### src/rtl/rot_seq_ctrl.sv
// Multi-cycle rotate sequencer: one single-bit rotate per clock until the
// requested amount is used up, then hold the result until it is consumed.
module rot_seq_ctrl #(
  parameter int WIDTH = 32,
  parameter int SHW   = 5
) (
  input  logic             clk,
  input  logic             rst_n,
  input  logic             in_valid,
  output logic             in_ready,
  input  logic [WIDTH-1:0] a_in,
  input  logic [SHW-1:0]   amount,
  input  logic             dir,
  input  logic             abort,
  output logic             busy,
  output logic             out_valid,
  input  logic             out_ready,
  output logic [WIDTH-1:0] result
);

  localparam logic [1:0] S_IDLE = 2'd0;
  localparam logic [1:0] S_ROT  = 2'd1;
  localparam logic [1:0] S_DONE = 2'd2;

  localparam logic [SHW-1:0] CNT_ONE  = {{(SHW-1){1'b0}}, 1'b1};
  localparam logic [SHW-1:0] CNT_ZERO = '0;

  logic [1:0]       r_state;
  logic [WIDTH-1:0] r_data;
  logic [SHW-1:0]   r_count;
  logic             r_dir;

  logic [WIDTH-1:0] w_step;
  logic             w_accept;
  logic             w_lastStep;

  // dir=0 moves bit i-1 into bit i (wrapping MSB to LSB); dir=1 is the reverse.
  always_comb begin
    w_step = r_data;
    if (r_dir) begin
      w_step = {r_data[0], r_data[WIDTH-1:1]};
    end else begin
      w_step = {r_data[WIDTH-2:0], r_data[WIDTH-1]};
    end
  end

  assign w_accept   = (r_state == S_IDLE) && in_valid;
  assign w_lastStep = (r_count == CNT_ONE);

  always_ff @(posedge clk) begin
    if (!rst_n) begin
      r_state <= S_IDLE;
      r_data  <= '0;
      r_count <= '0;
      r_dir   <= 1'b0;
    end else begin
      case (r_state)
        S_IDLE: begin
          if (w_accept) begin
            r_data  <= a_in;
            r_count <= amount;
            r_dir   <= dir;
            r_state <= (amount == CNT_ZERO) ? S_DONE : S_ROT;
          end
        end
        S_ROT: begin
          if (abort) begin
            r_state <= S_IDLE;
            r_count <= '0;
          end else begin
            r_data  <= w_step;
            r_count <= r_count - CNT_ONE;
            if (w_lastStep) begin
              r_state <= S_DONE;
            end
          end
        end
        S_DONE: begin
          // Abort takes priority over a concurrent consumer handshake.
          if (abort) begin
            r_state <= S_IDLE;
            r_count <= '0;
          end else if (out_ready) begin
            r_state <= S_IDLE;
          end
        end
        default: begin
          r_state <= S_IDLE;
          r_count <= '0;
        end
      endcase
    end
  end

  assign in_ready  = (r_state == S_IDLE);
  assign busy      = (r_state == S_ROT);
  assign out_valid = (r_state == S_DONE);
  assign result    = r_data;

endmodule

### config.mk
export PLATFORM = sky130hd
export DESIGN_NAME = rot_seq_ctrl
export DESIGN_NICKNAME = d
export VERILOG_FILES = /design/src/rtl/rot_seq_ctrl.sv
export SDC_FILE = /design/constraint.sdc
export NUM_CORES = 1
export LEC_CHECK = 0
export CAP_MARGIN = 20
export CORE_MARGIN = 3
export CORE_UTILIZATION = 34
export DETAILED_ROUTE_END_ITERATION = 10
export SETUP_SLACK_MARGIN = 0.4
export SYNTH_ARGS = -nofsm -noshare
export SYNTH_HDL_FRONTEND = slang
export SYNTH_SLANG_ARGS = --single-unit
export TNS_END_PERCENT = 20
### constraint.sdc
create_clock -name clk -period 2.3 [get_ports clk]
set_input_delay 0.575 -clock clk [delete_from_list [all_inputs] [get_ports clk]]
set_output_delay 0.575 -clock clk [all_outputs]
set_load 0.01 [all_outputs]
==> Word level (Yosys, flattened, before mapping) <==
Index checks and enable logic that the tools add are counted.
{ "word_totals": {"reg_bits": 40, "input_bits": 43, "output_inout_bits": 35, "word_cells": 36} }
{ "op_classes": {"n_addsub": 1, "n_eq_ne": 8, "muxes": 15, "reduce_logical": 8} }
{ "ops": {"columns": ["operator", "n"], "rows": [
  ["two-way mux 32 bit", 3],
  ["one-hot mux 32 bit (2 select lines)", 1],
  ["two-way mux 5 bit", 3],
  ["one-hot mux 5 bit (3 select lines)", 1],
  ["two-way mux 2 bit", 6],
  ["!= test 3 x 2 -> 1 bit, second input constant", 2],
  ["one-hot mux 2 bit (3 select lines)", 1],
  ["AND reduction 3 bit", 2],
  ["== test 5 x 1 -> 1 bit, second input constant", 1],
  ["zero test 5 bit", 1],
  ["subtractor 5 x 1 -> 5 bit, second input constant", 1],
  ["!= test 2 bit, second input constant", 2],
  ["AND reduction 2 bit", 2],
  ["== test 2 x 1 -> 1 bit, second input constant", 1],
  ["== test 2 bit, second input constant", 1],
  ["zero test 2 bit", 1],
  ["!= test 2 x 1 -> 1 bit, second input constant", 1],
  ["nonzero test 2 bit", 1],
  ["logical AND 1 bit", 1]
]} }

==> Logic depth before layout (Yosys ltp) <==
Gate-level depths: netlist (run 1).
{ "logic_depth": {"ltp_word": 4, "depth_mapped": 5, "ltp_nobuf": 5} }

==> Worst setup path after synthesis (run 1) <==
Ideal clock, no wire load.
{ "synth_timing": {"path_kind": "input to register", "startpoint": "in amount[0]", "endpoint": "reg r_state[1]", "setup_ps": 62, "arrival_time_ps": 1506, "required_time_ps": 2238, "setup_slack_ps": 732, "cell_stages": 3, "n_path_buf": 0, "cell_sequence": "or4_1 or3_1 nand3_1"} }
{ "synth_via": {"elab_chain_len": 4} }
{ "synth_lines": {"columns": ["item", "line", "rtl"], "rows": [
  ["start, declared", "12", "input logic [SHW-1:0] amount,"],
  ["zero test 5 bit", "63", "r_state <= (amount == CNT_ZERO) ? S_DONE : S_ROT;"],
  ["two-way mux 2 bit", "63", null],
  ["two-way mux 2 bit", "59", "if (w_accept) begin"],
  ["one-hot mux 2 bit (3 select lines)", "57", "case (r_state)"],
  ["end signal, assigned", "63", null],
  ["end, declared", "28", "logic [1:0] r_state;"]
]} }
No other way between the ends. The select of a mux whose other input is x is not followed.
A chain may end at the register's enable or synchronous reset.

==> Worst setup path after layout (run 1) <==
{ "layout_timing": {"startpoint": "reg r_state[0]", "endpoint": "out in_ready"} }
{ "layout_via": {"elab_chain_len": 1} }
{ "layout_lines": {"columns": ["item", "line", "rtl"], "rows": [
  ["zero test 2 bit", "95", "assign in_ready = (r_state == S_IDLE);"],
  ["end, declared", "10", "output logic in_ready,"]
]} }
No other way between the ends.

==> reports/results.ini, run 1 <==
[clock_tree]
cts_buffers=5
holdBufCountCts=0
clk_pin_slew_ns=0.08
cts_num_sinks=40
post_cts_buffers=0
insertion_delay_ns=0.29
clock_path_buffers=2
cts_tree=built
clockRootBuffer=clkbuf_8
htree_levels=2

[yosys]
synth_edf_count=0
synth_top_area_frac=0.334
syn_area_um2=2400
yosysWarnings=0
synth-main-ff-cell=dfxtp_1
syn_inst=246
ys_seq_area_frac=0.334
synth_cell_type_count=33
async_flop_share=0
synth-seq-cells=40
synthTopCellsByArea=dfxtp_1 33%, mux2_2 16%, mux2i_1 14%
synth_nets=291
syn_area_per_cell_um2=9.74
yosys.area.top_type=dfxtp_1
synth.most_common_cell=dfxtp_1
synth_common_cells=40 x dfxtp_1, 37 x inv_1, 34 x mux2i_1, 34 x o32ai_1, 33 x mux2_2

[grt]
grt_max_degree=33
grt_pass1_vias=2129
antenna_found_initial=0
grt_overflow=0
grt_pass1_wl_um=10200
track_usage=0.149

[cells_and_area]
fillCellCount=656
syn2layout_area_growth_pct=40.1
postLayoutCellArea_um2=3360
fin_nets=366
antenna_cells=0
utilization=0.508
seqCellArea_um2=805
drive_gt1_frac=0.180
multi_input_area_um2=1350

[die]
die-area_um2=8090
num_rows=29
die_y_um=89.9
start_util=0.363
io_pins=78
coreArea_um2=6600
fp.dieW_um=89.9

[critical_path]
required_ns=1.73
worst-path-buf-inv=2
cp-end-kind=output port
max_stage_delay_ns=0.54
crit_family=buffers and inverters
crit_slowest_cell=clkdlybuf4s50_1
crit_chain=buf_4 > nor2_1 > clkdlybuf4s50_1
critPathMaxFanout=16
critical_path_class=flop to output port
worstPathArrival_ns=1.46
cp-start-kind=flop

[power]
peakVddDrop_mv=0.331
p_leak_nw=1.23
p_per_area_nw_per_um2=540

[routing]
vias=2124
wl_per_cell_um=14.8
drt.antenna.violating_nets=0
drt_iter0_markers=54
dr.pass1.iters=4
drc=0
vias_per_cell=5.12
wirelength_um=6130

[hold_path]
min_path_type=flop to flop

[sta]
drv_slew=0
worst_pin_slew_ns=0.569
fin_crit_sh=0.885
rsz0062_at_grt=true
finalSetupViolCount=0
fin_setup_tns_ns=0
min_period_ns=2.04
fin_worst_skew_ns=0.00961
fin_ws_ns=0.264
fmax_mhz=491
finalHoldViolCount=0
maxSlewHeadroom=0.621

[place]
io_buffers=77
placed_area_um2=3260
dp_slack_ns=0.199
gp_congestion=0.830
hpwlAfterDp_um=4360

[outcome]
status=finished, final reports clean

[run]
maxCapViolations=0

per-layer routing:
| layer | up-vias | routed length (um) | GRT usage | part of all wire |
|---|---|---|---|---|
| li1 | 1063 | - | - | - |
| met1 | 988 | 2950 | 0.204 | 0.48 |
| met2 | 69 | 2780 | 0.234 | 0.45 |
| met3 | 4 | 358 | 0.0384 | 0.058 |
| met4 | 0 | 44 | 0.0357 | 0.0072 |
| met5 | - | 0 | 0 | 0 |
power breakdown:
part	switching (W)	leakage, nW	internal [W]
combinational	0.000230	0.852	0.000314
clock	0.000245	0.0479	0.000211
sequential	0.0000604	0.330	0.000751
path summary, 6_finish.rpt:
kind	slack, ns	startpoint	end	depth (start not counted)
worst max-delay path	0.26	r_state[0]	in_ready	3
worst min-delay path	0.51	r_count[4]	r_count[4]	1
worst max register to register	0.66	r_state[1]	result[9]	5
worst min register to register	0.51	r_count[4]	r_count[4]	1
flip-flops by register name, summed over array words and instances (netlist names):
name	cells
r_dir	1
r_state	2
result	32
r_count	5
cells in the final DEF, fill, tap and decap left out, drive strengths merged, types with 2 or more instances in the layout:
cell type and instances:
o31a 2, a21oi 2, nand3 2, nor2 5
nor2b 4, inv 38, o32ai 34, buf 11
clkbuf 5, dfxtp 40, a32o 4, clkdlybuf4s50 75
clkinv 3, mux2i 34, nor3 6, o21ai 2
nand2b 2, ha 2, mux2 33, nor3b 4
cell type report:
type | count | share of cell area
tap | 93 | 0.0347
sequential | 40 | 0.240
clock inverter | 3 | 0.00559
timing repair buffer | 88 | 0.255
multi-input combinational | 148 | 0.402
clock buffer | 5 | 0.0205
inverter | 38 | 0.0425
metrics by stage:
stage	hold slack [ns]	std cells	total power, W
after global placement	0.489	407	0.00137
final	0.505	415	0.00181
after global routing	0.536	415	0.00191
after CTS	0.512	415	0.00183
after floorplan	0.470	246	0.00113
after detailed placement	0.494	407	0.00137
cell families after synthesis:
| kind of cell | synth area share |
|---|---|
| adder cells (fa/ha/maj) | 0.0104 |
| buffers and inverters | 0.107 |
| flip-flops | 0.334 |
| XOR/XNOR | 0.00366 |
| AND/OR/NAND/NOR | 0.0799 |
| multiplexers | 0.297 |
| AO/OA/AOI/OAI | 0.168 |
timing repair:
| action | 4_1_cts | 5_1_grt |
|---|---|---|
| setup endpoints to repair | 3 | 3 |
| cloned | 0 | 0 |
| resized for setup | 3 | 3 |
Note: power is estimated with default switching activity, not from simulation.
==> inputs of run 2 (changes only) <==
Settings changed: ABC_AREA from default to 1, CORE_UTILIZATION 34 to 23.
==> reports/results.ini, run 2 <==
[yosys]
synth_nets=379
syn_area_per_cell_um2=6.67
syn_area_um2=2230
yosys.area.top_type=dfxtp_1
synth_edf_count=0
synth.most_common_cell=a21oi_1
synth_cell_type_count=20
synth_common_cells=102 x a21oi_1, 92 x nand2_1, 40 x dfxtp_1, 29 x o21ai_1, 12 x inv_1
synthTopCellsByArea=dfxtp_1 36%, a21oi_1 23%, nand2_1 15%
yosysWarnings=0
synth_top_area_frac=0.359
syn_inst=334
synth-main-ff-cell=dfxtp_1
synth-seq-cells=40
async_flop_share=0
ys_seq_area_frac=0.359

[place]
io_buffers=77
gp_congestion=0.813
dp_slack_ns=0.357
hpwlAfterDp_um=4570

[cells_and_area]
syn2layout_area_growth_pct=42.3
utilization=0.340
largest_register_ffs=32
final_cell_mix=102 x a21oi_1, 92 x nand2_1, 75 x clkdlybuf4s50_1
drive_gt1_frac=0.0617
fin_nets=449
layout_commonest_cell=a21oi_1
antenna_cells=0
fillCellCount=995

[hold_path]
hold_path_depth=2
hold_path_end=r_count[4]
min_path_type=flop to flop
min_from=r_count[4]

[routing]
drt.antenna.violating_nets=0
wirelength_um=6590
vias_per_cell=4.65
routed.top_layer=met4
vias=2483
dr.pass1.iters=4
dr_wl_met2_um=3040
dr_wl_met3_um=337
wirelength_met1_um=3150
drc=0
drt_iter0_markers=97
wl_per_cell_um=12.3

[die]
fp.dieW_um=104
die_y_um=104
die-area_um2=10900
num_rows=35
coreArea_um2=9330
io_pins=78
start_util=0.239

[critical_path]
cp-end-kind=output port
required_ns=1.73
crit_slowest_cell=clkdlybuf4s50_1
cp-start-kind=flop
r2r.worst_path.cells=8
crit_family=buffers and inverters
max_stage_delay_ns=0.54
r2r_setup_slack_ns=0.62
regToRegStartpoint=r_state[1]
worstPathArrival_ns=1.29
regToRegEndpoint=r_state[0]
worst-path-buf-inv=1
critPathMaxFanout=3
critical_path_class=flop to output port
crit_chain=nor2_4 > clkdlybuf4s50_1

[grt]
grt_max_degree=66
grt_pass1_wl_um=10800
antenna_found_initial=0
grt_pass1_vias=2230
grt_overflow=0
track_usage=0.118

[sta]
fin_crit_sh=0.809
maxSlewHeadroom=0.581
worst_pin_slew_ns=0.628
finalSetupViolCount=0
drv_slew=0
fmax_mhz=537
rsz0062_at_grt=true
fin_setup_tns_ns=0
min_period_ns=1.86
fin_ws_ns=0.439
finalHoldViolCount=0
fin_worst_skew_ns=0.00437

[power]
p_leak_nw=1.18
p_per_area_nw_per_um2=992
peakVddDrop_mv=0.368

[clock_tree]
clk_pin_slew_ns=0.08
clock_path_buffers=2
htree_levels=2
insertion_delay_ns=0.28
cts_buffers=5
cts_num_sinks=40
cts_tree=built
clockRootBuffer=clkbuf_8

[run]
maxCapViolations=0

[outcome]
status=finished, final reports clean

-- run 2: worst reg2reg max path: stages (launching register included) --
cell	delay (ns)
dfxtp_1	0.37
inv_1	0.09
nand2_2	0.08
buf_4	0.50
nor2_1	0.17
nand2_1	0.12
nand2_2	0.07
o21ai_1	0.11
nor2_1	0.04
-- run 2: final cells by class --
class | instances | area (um^2) | share of cell area
Clock buffer | 8 | 90.1 | 0.0284
Sequential cell | 40 | 802 | 0.253
Multi-Input combinational cell | 258 | 1220 | 0.384
Timing Repair Buffer | 86 | 852 | 0.269
Tap cell | 129 | 161 | 0.0509
Inverter | 13 | 48.8 | 0.0154
-- run 2: where the power goes --
group / leakage (nW) / switching (W) / internal [W]
logic: 0.799 / 0.000835 / 0.000722
clock network: 0.0455 / 0.000232 / 0.000245
registers: 0.332 / 0.000215 / 0.000897
total: 1.18 / 0.00128 / 0.00186
-- run 2: cells by family (layout without fill, tap and decap cells) --
kind of cell	count (synthesis)	after routing	share of synthesized area
AND/OR/NAND/NOR	115	115	0.216
AO/OA/AOI/OAI	140	140	0.314
flip-flops	40	40	0.359
XOR/XNOR	1	1	0.00393
adder cells (fa/ha/maj)	2	2	0.0112
buffers and inverters	36	107	0.0949
-- run 2: timing repair --
item,CTS,global route
hold buffers,0,0
pin swaps,1,0
gates resized for setup,1,2
endpoints found under the setup margin,3,3
buffers inserted,1,0
hold endpoints to repair,0,0
-- run 2: worst max-delay path by stage --
stage | start | to | slack (ns) | cells past startpoint
after floorplan | abort | r_state[1] | 1.08 | 8
after global placement | in_valid | result[16] | 0.40 | 6
after detailed placement | in_valid | result[13] | 0.36 | 6
after CTS | r_state[0] | busy | 0.29 | 3
after global routing | result[29] | result[29] | 0.39 | 1
final | r_state[0] | in_ready | 0.44 | 2
-- run 2: metal layers --
metal | track usage | up-vias
met5 | 0 | -
met2 | 0.190 | 66
met4 | 0.0351 | 0
met1 | 0.156 | 1147
li1 | - | 1264
met3 | 0.0304 | 6
-- run 2: through the flow --
| stage | cells | power [W] | hold slack [ns] | area (um^2) |
|---|---|---|---|---|
| floorplan | 334 | 0.00209 | 0.459 | 2230 |
| global placement | 525 | 0.00266 | 0.470 | 3070 |
| detailed placement | 525 | 0.00268 | 0.485 | 3070 |
| CTS | 534 | 0.00319 | 0.495 | 3170 |
| global route | 534 | 0.00342 | 0.525 | 3170 |
| finish | 534 | 0.00315 | 0.493 | 3170 |
